--- config.mk ---
export PLATFORM = sky130hd
export DESIGN_NAME = mem_port_arbiter_flat
export DESIGN_NICKNAME = d
export VERILOG_FILES = /design/src/rtl/mem_port_arbiter_if.sv /design/src/rtl/mem_port_arbiter.sv /design/src/flat_wrapper.sv
export SDC_FILE = /design/constraint.sdc
export NUM_CORES = 1
export LEC_CHECK = 0
export ABC_AREA = 1
export BUFFER_PORTS_ARGS = -buffer_cell sky130_fd_sc_hd__buf_2
export CORE_AREA = 2 2 104 106
export CTS_CLUSTER_SIZE = 10
export DETAILED_ROUTE_END_ITERATION = 7
export DIE_AREA = 0 0 106 108
export PLACE_DENSITY = 0.72
export SETUP_SLACK_MARGIN = 0.02
export SYNTH_ARGS = -nofsm -noshare
export SYNTH_HDL_FRONTEND = slang
export SYNTH_SLANG_ARGS = --single-unit
--- constraint.sdc ---
create_clock -name clk -period 4.9 [get_ports clk]
set_clock_uncertainty 0.1 [all_clocks]
set_input_delay 0.735 -clock clk [delete_from_list [all_inputs] [get_ports clk]]
set_output_delay 0.735 -clock clk [all_outputs]
set_load 0.01 [all_outputs]
--- src/rtl/mem_port_arbiter_if.sv ---
// rtl/mem_port_arbiter_if.sv - fetch/data/memory port bundle for mem_port_arbiter
interface mem_port_arbiter_if #(
    parameter int BIT_WIDTH = 32
);
    // fetch side
    logic [BIT_WIDTH-1:0] iad;
    logic                 ireq;
    logic [BIT_WIDTH-1:0] idt;
    logic                 acki_n;
    // data side
    logic [BIT_WIDTH-1:0] dad;
    logic                 dreq;
    logic                 dwrite;
    logic [1:0]           dsize;
    logic [BIT_WIDTH-1:0] dwdata;
    logic [BIT_WIDTH-1:0] drdata;
    logic                 ackd_n;
    // unified memory side
    logic [BIT_WIDTH-1:0] mad;
    logic                 mreq;
    logic                 mwrite;
    logic [1:0]           msize;
    logic [BIT_WIDTH-1:0] mwdata;
    logic [BIT_WIDTH-1:0] mrdata;
    logic                 mack_n;
    logic                 busy;

    // arbiter view
    modport slave (
        input  iad, ireq, dad, dreq, dwrite, dsize, dwdata, mrdata, mack_n,
        output idt, acki_n, drdata, ackd_n, mad, mreq, mwrite, msize, mwdata, busy
    );

    // core + memory view
    modport master (
        output iad, ireq, dad, dreq, dwrite, dsize, dwdata, mrdata, mack_n,
        input  idt, acki_n, drdata, ackd_n, mad, mreq, mwrite, msize, mwdata, busy
    );
endinterface

--- src/rtl/mem_port_arbiter.sv ---
// rtl/mem_port_arbiter.sv - fetch/data arbiter onto one memory port; optional ARB_STARVE_GUARD_EN starvation guard
module mem_port_arbiter #(
    parameter int BIT_WIDTH    = 32,
    parameter int STARVE_LIMIT = 4
) (
    input  logic               clk,
    input  logic               rst,
    mem_port_arbiter_if.slave  bus
);
    typedef enum logic [1:0] {
        IDLE  = 2'd0,
        IBUSY = 2'd1,
        DBUSY = 2'd2
    } state_t;

    state_t               state_q;
    logic                 mreq_q;
    logic                 mwrite_q;
    logic [1:0]           msize_q;
    logic [BIT_WIDTH-1:0] mad_q;
    logic [BIT_WIDTH-1:0] mwdata_q;

    logic                 fetch_forced;
    logic                 grant_d;
    logic                 grant_i;

`ifdef ARB_STARVE_GUARD_EN
    logic [3:0] starve_cnt_q;

    // a waiting fetch overrides data priority once data has won STARVE_LIMIT times
    assign fetch_forced = bus.ireq && (starve_cnt_q == 4'(STARVE_LIMIT));

    // count data grants that passed over a pending fetch; a fetch grant clears it
    always_ff @(posedge clk or posedge rst) begin
        if (rst) begin
            starve_cnt_q <= 4'd0;
        end else if (grant_d && bus.ireq && (starve_cnt_q != 4'(STARVE_LIMIT))) begin
            starve_cnt_q <= starve_cnt_q + 4'd1;
        end else if (grant_i) begin
            starve_cnt_q <= 4'd0;
        end
    end
`else
    // strict data priority: never forced (comparison is always false for a legal limit)
    assign fetch_forced = (STARVE_LIMIT < 0);
`endif

    // arbitration happens only in IDLE; data wins unless the guard forces the fetch
    always_comb begin
        grant_d = 1'b0;
        grant_i = 1'b0;
        if (state_q == IDLE) begin
            grant_d = bus.dreq && !fetch_forced;
            grant_i = bus.ireq && !grant_d;
        end
    end

    // transaction FSM; memory-side fields are latched at grant and held until the ack edge
    always_ff @(posedge clk or posedge rst) begin
        if (rst) begin
            state_q  <= IDLE;
            mreq_q   <= 1'b0;
            mwrite_q <= 1'b0;
            msize_q  <= 2'b00;
            mad_q    <= '0;
            mwdata_q <= '0;
        end else begin
            case (state_q)
                IDLE: begin
                    if (grant_d) begin
                        state_q  <= DBUSY;
                        mreq_q   <= 1'b1;
                        mad_q    <= bus.dad;
                        mwrite_q <= bus.dwrite;
                        msize_q  <= bus.dsize;
                        mwdata_q <= bus.dwdata;
                    end else if (grant_i) begin
                        state_q  <= IBUSY;
                        mreq_q   <= 1'b1;
                        mad_q    <= bus.iad;
                        mwrite_q <= 1'b0;
                        msize_q  <= 2'b00;
                        mwdata_q <= '0;
                    end
                end
                IBUSY, DBUSY: begin
                    // completes even if the requester already dropped its request
                    if (!bus.mack_n) begin
                        state_q <= IDLE;
                        mreq_q  <= 1'b0;
                    end
                end
                default: begin
                    state_q <= IDLE;
                    mreq_q  <= 1'b0;
                end
            endcase
        end
    end

    assign bus.mreq   = mreq_q;
    assign bus.mad    = mad_q;
    assign bus.mwrite = mwrite_q;
    assign bus.msize  = msize_q;
    assign bus.mwdata = mwdata_q;
    assign bus.busy   = (state_q != IDLE);

    // acks are forwarded combinationally to whichever side owns the port
    assign bus.acki_n = !((state_q == IBUSY) && !bus.mack_n);
    assign bus.ackd_n = !((state_q == DBUSY) && !bus.mack_n);
    assign bus.idt    = bus.mrdata;
    assign bus.drdata = bus.mrdata;
endmodule
--- src/flat_wrapper.sv ---
// flat-port wrapper written by rule: the top's interface ports become plain ports
module mem_port_arbiter_flat 
#(
    parameter int BIT_WIDTH    = 32,
    parameter int STARVE_LIMIT = 4
)
  (clk, rst, bus_iad, bus_ireq, bus_dad, bus_dreq, bus_dwrite, bus_dsize, bus_dwdata, bus_mrdata, bus_mack_n, bus_idt, bus_acki_n, bus_drdata, bus_ackd_n, bus_mad, bus_mreq, bus_mwrite, bus_msize, bus_mwdata, bus_busy);
  mem_port_arbiter_if #(.BIT_WIDTH(BIT_WIDTH)) bus_i ();
  input  logic clk;
  input  logic rst;
  input wire logic [$bits(bus_i.iad)-1:0] bus_iad;
  input wire logic [$bits(bus_i.ireq)-1:0] bus_ireq;
  input wire logic [$bits(bus_i.dad)-1:0] bus_dad;
  input wire logic [$bits(bus_i.dreq)-1:0] bus_dreq;
  input wire logic [$bits(bus_i.dwrite)-1:0] bus_dwrite;
  input wire logic [$bits(bus_i.dsize)-1:0] bus_dsize;
  input wire logic [$bits(bus_i.dwdata)-1:0] bus_dwdata;
  input wire logic [$bits(bus_i.mrdata)-1:0] bus_mrdata;
  input wire logic [$bits(bus_i.mack_n)-1:0] bus_mack_n;
  output wire logic [$bits(bus_i.idt)-1:0] bus_idt;
  output wire logic [$bits(bus_i.acki_n)-1:0] bus_acki_n;
  output wire logic [$bits(bus_i.drdata)-1:0] bus_drdata;
  output wire logic [$bits(bus_i.ackd_n)-1:0] bus_ackd_n;
  output wire logic [$bits(bus_i.mad)-1:0] bus_mad;
  output wire logic [$bits(bus_i.mreq)-1:0] bus_mreq;
  output wire logic [$bits(bus_i.mwrite)-1:0] bus_mwrite;
  output wire logic [$bits(bus_i.msize)-1:0] bus_msize;
  output wire logic [$bits(bus_i.mwdata)-1:0] bus_mwdata;
  output wire logic [$bits(bus_i.busy)-1:0] bus_busy;
  assign bus_i.iad = bus_iad;
  assign bus_i.ireq = bus_ireq;
  assign bus_i.dad = bus_dad;
  assign bus_i.dreq = bus_dreq;
  assign bus_i.dwrite = bus_dwrite;
  assign bus_i.dsize = bus_dsize;
  assign bus_i.dwdata = bus_dwdata;
  assign bus_i.mrdata = bus_mrdata;
  assign bus_i.mack_n = bus_mack_n;
  assign bus_idt = bus_i.idt;
  assign bus_acki_n = bus_i.acki_n;
  assign bus_drdata = bus_i.drdata;
  assign bus_ackd_n = bus_i.ackd_n;
  assign bus_mad = bus_i.mad;
  assign bus_mreq = bus_i.mreq;
  assign bus_mwrite = bus_i.mwrite;
  assign bus_msize = bus_i.msize;
  assign bus_mwdata = bus_i.mwdata;
  assign bus_busy = bus_i.busy;
  mem_port_arbiter #(.BIT_WIDTH(BIT_WIDTH), .STARVE_LIMIT(STARVE_LIMIT)) u_core (.clk(clk), .rst(rst), .bus(bus_i));
endmodule
* Yosys cells after proc, flatten, opt, wreduce, memory -nomap -nowiden *
Cells that the tools add are included.

operators by class
  muxes and demuxes = 18
  equal/unequal tests = 4
  reduce and logical (&&, ||, !) cells = 13

operators with widths
  kind                  number
  $mux W32              4
  $mux W2               5
  $mux W1               7
  $logic_not A1 Y1      4
  $pmux W2 S2           1
  $reduce_and A2 Y1     2
  $reduce_bool A2 Y1    2
  $logic_and A1 B1 Y1   3
  $ne A3 B1 Y1 const B  1
  $eq A2 B1 Y1 const B  1
  $eq A2 B2 Y1 const B  1
  $logic_not A2 Y1      1
  $ne A2 B2 Y1 const B  1
  $pmux W1 S2           1
  $reduce_or A2 Y1      1

word-level totals
  bits in registers = 70
  output and inout port bits = 135
  word-level logic and storage cells = 41
  input port bits = 136

* Longest topological paths before layout *
  depth in word-level cells = 6
  mapped depth = 9
  mapped depth without buffers = 7

* Least setup slack after synthesis *
OpenSTA, ideal clock, no wires.

  kind = input-to-output
  from = input port bus_mack_n
  to = output port bus_ackd_n
  stages on the path = 2
  buffers on the path = 0
  arrival time = 0.860 ns
  setup slack = 3.205 ns
  required time = 4.065 ns
  path through = inv_1 > nand2_1

between the ends
  word-level cells in the longest chain between the ends = 3

RTL lines
  item                 RTL line                 text
  from (decl)          flat_wrapper.sv:19       input wire logic [$bits(bus_i.mack_n)-1:0] bus_mack_n;
  $logic_not A1 Y1     --
  $logic_and A1 B1 Y1  mem_port_arbiter.sv:110  assign bus.ackd_n = !((state_q == DBUSY) && !bus.mack_n);
  $logic_not A1 Y1     mem_port_arbiter.sv:110
  to (decl)            flat_wrapper.sv:23       output wire logic [$bits(bus_i.ackd_n)-1:0] bus_ackd_n;

No other way between the ends.

* Final worst setup path *
  from = register u_core.state_q[0]
  to = register u_core.mwdata_q[17] (netlist: u_core.bus.mwdata[17])

between the ends
  word-level cells in the longest chain between the ends = 4
  elaborated cells on any way between the ends = 6
  classes of those cells = 3 x mux; 3 x reduce/logical

RTL lines
  item                          RTL line                                        text
  from (decl)                   mem_port_arbiter.sv:16                          state_t state_q;
  from (signal assigned)        mem_port_arbiter.sv:61                          state_q <= IDLE;
  from (signal assigned)        mem_port_arbiter.sv:71                          state_q <= DBUSY;
  from (signal assigned)        mem_port_arbiter.sv:78                          state_q <= IBUSY;
  $logic_not A2 Y1 *            mem_port_arbiter.sv:52, mem_port_arbiter.sv:68
  $mux W1                       mem_port_arbiter.sv:52                          if (state_q == IDLE) begin
  $reduce_bool A2 Y1 (no line)  --
  $reduce_and A2 Y1 (no line)   --
  to (signal assigned)          mem_port_arbiter.sv:76                          mwdata_q <= bus.dwdata;
  to (decl)                     mem_port_arbiter.sv:21                          logic [BIT_WIDTH-1:0] mwdata_q;

Every way passes the cells marked *; elsewhere a longest branch is shown, timed or not.
A chain may end at the register's enable or synchronous reset.

==> run metrics <==
status finished, final reports clean; EDFF count, synth 0; maximum achievable frequency 341.1 MHz; deepest clock path buffer count 2; leakage power around 2.7 nW; Seq/Total Area, Yosys 0.4741; post-synthesis cell count around 460; clock edge transition at the registers on the reported setup and hold paths 0.07 ns; total routed wirelength 8635 microns; crit share post-route 0.5982; average detailed-routed wire length per instance 12.42 microns; share of total power in combinational logic 0.439; hold buffer count at cts 0; final core utilization 0.4234; DIE AREA 11,450 sq um; internal cell power 0.001488 W; number of different library cells in the post-synthesis netlist 13; latest clock arrival within the worst-skew pair between 0.3 and 0.4 ns; CP endpoint u_core.bus.mwdata[17]; detailed-routing iteration count for the pre-antenna-repair pass 4; max-cap viol count 0; number of hold violations in the final report 0; reported net switching power 0.001045 W; Peak VDD IR 538.8 uV; Setup Crit Path Kind reg2reg; most frequent cell after synthesis nand2_1; width of the chip 106 microns; count of vias placed by the detailed router 3,140; vias per cell 4.518; data required time at the worst endpoint 5.00 ns; number of nets with antenna violations after detailed routing 0; Placeable Area 10,230 sq um; post-synthesis instance area 3695 sq um; iteration-0 DRC count of the detailed router about 230; total global routing track utilization 0.1496; H-tree Lvls 3; count of port buffers added during placement approximately 170; element type at the critical path start flip-flop; kind of path behind the tightest hold check reg2reg; most common flop cell mapped by yosys dfrtp_1; amount of wire on met2 after detailed routing 4438 microns; nature of the critical path endpoint flip-flop; area share of the leading cell type in the synthesized netlist 0.4741; I/O pin cnt about 270; Std-Cell Rows 37; Min Hold Slack around 0.37 ns; starting density of the core 0.3611; CTS root buf clkbuf_8; Final Instance Area 4332 sq um; Pwr per Cell Area 584.8 nW/um^2; residual DRC count 0; Fin Setup TNS 0 ns; fraction of final layout cells sized beyond drive strength 1 0.3488; average cell area after synthesis 8.120 sq um; sinks on the clock net 70; number of cells traversed by the worst register-to-register path 7; share of flip-flops with an asynchronous set or reset 1.000; total half-perimeter wirelength after legalization and detailed placement 6069 microns; share of power burned in the clock network 0.178; first-pass GRT wire length between 10,000 and 15,000 microns; Warnings, synthesis 0; highest layer used for signal routing met4; detailed-routed wire length on met3 532 microns; Area Overhead vs Synth 17.24%; largest area contributor in the synthesized netlist dfrtp_1; number of antenna violations at the first check in global routing 0; global-route congestion overflow total 0; number of antenna cells inserted 0; Die Height approximately 110 microns; post-cts resize count 0; GP Congestion 0.7498; TritonCTS clock tree built; routed metal-1 wire length about 3500 microns; final critical path time including I/O delays and setup 2.931 ns; total number of nets in the final design 695; Synth Net Count roughly 600; R2R setup slack 1.97 ns; total setup violations reported at the end of the flow 0; maximum number of pins on one net before global-route repair 71; Final Slew Violations 0; endpoint of the worst-slack reg-to-reg timing path u_core.bus.mwdata[17]; worst slew margin relative to its limit 0.2484; RSZ-0062 raised after global routing no; Switching Fraction 0.4126; CP max FO 66; top post-synthesis cells by area dfrtp_1 (47%), nand2_1 (18%), buf_4 (15%); arrival time at the worst endpoint 3.03 ns; CTS buffer count 9; critical register-to-register path startpoint u_core.state_q[0]; worst setup path startpoint u_core.state_q[0]; most frequent cells after synthesis nand2_1 (180), buf_4 (72), dfrtp_1 (70); synthesis-stage register bit count 70; number of global-route vias before repair slightly above 3k; actual transition at the worst max-transition pin 1.126 ns; Seq pwr share 0.383; Post-Place Cell Area 4143 sq um; post-CTS setup repair buffer count 0
==> sequential cells by signal, indices dropped and copies added (netlist names) <==
register / cells
u_core.bus.mad: 32
u_core.bus.mwdata: 32
u_core.bus.mwrite: 1
u_core.bus.mreq: 1
u_core.bus.msize: 2
u_core.state_q: 2
==> stage by stage <==
stage,worst slack (ns),std cells,power (W)
2_1_floorplan,2.297,455,0.001759
3_3_place_gp,1.915,680,0.002066
3_5_place_dp,1.778,680,0.002108
4_1_cts,1.946,695,0.002577
5_1_grt,1.720,695,0.002750
6_report,1.969,695,0.002533
==> layout by cell type, fill, tap and decap left out, types with 3 or more instances in the layout <==
cell,instances
inv_1,37
nand2_1,179
o211ai_1,32
ha_1,4
nand3_1,38
clkbuf_8,10
buf_2,174
buf_4,3
dfrtp_1,70
==> critical path, stage by stage (launching register included) <==
cell,delay [ns]
dfrtp_1,0.38
inv_1,0.09
ha_1,0.24
nand2_2,0.06
buf_4,0.47
clkinv_1,0.95
nand3_1,0.35
nand2_1,0.10
==> cell families after synthesis <==
| family | after synthesis | share of synthesized area |
|---|---|---|
| adders and majority gates | 4 | 0.01355 |
| AOI/OAI and AO/OA | 32 | 0.06502 |
| and+or+nand+nor | 221 | 0.2394 |
| DFF | 70 | 0.4741 |
| buffers and inverters | 128 | 0.2079 |
==> area by class of cell <==
cell class	instances	area [sq um]
clock buffers	11	141.4
clock inverters	4	47.55
fillers	1045	5899
inverters	40	150.1
multi-input cells	257	1177
flip-flops and latches	70	1752
well taps	136	170.2
repair buffers	177	893.4
==> layer usage <==
layer	vias to the layer above	global-route usage
met1	1458	0.1659
met5	-	0
met2	98	0.2724
li1	1553	-
met4	0	0.06485
met3	31	0.03797
==> power groups by stage <==
stage	combinational, W	sequential (W)	clock, W
global route	0.00125	0.00100	0.000500
detailed placement	0.00113	0.000976	0
global placement	0.00110	0.000971	0
floorplan	0.000669	0.00109	0
finish	0.00111	0.000970	0.000451
CTS	0.00113	0.000972	0.000474
==> worst min-delay path by stage <==
stage	from	end	depth (start not counted)
global route	u_core.bus.mad[25]	u_core.bus.mad[25]	2
finish	u_core.bus.mad[29]	u_core.bus.mad[29]	2
floorplan	u_core.state_q[1]	u_core.state_q[1]	2
detailed placement	u_core.bus.mwdata[25]	u_core.bus.mwdata[25]	2
CTS	u_core.bus.mad[29]	u_core.bus.mad[29]	2
global placement	u_core.bus.mwdata[5]	u_core.bus.mwdata[5]	2
(Power assumes the default switching activity.)
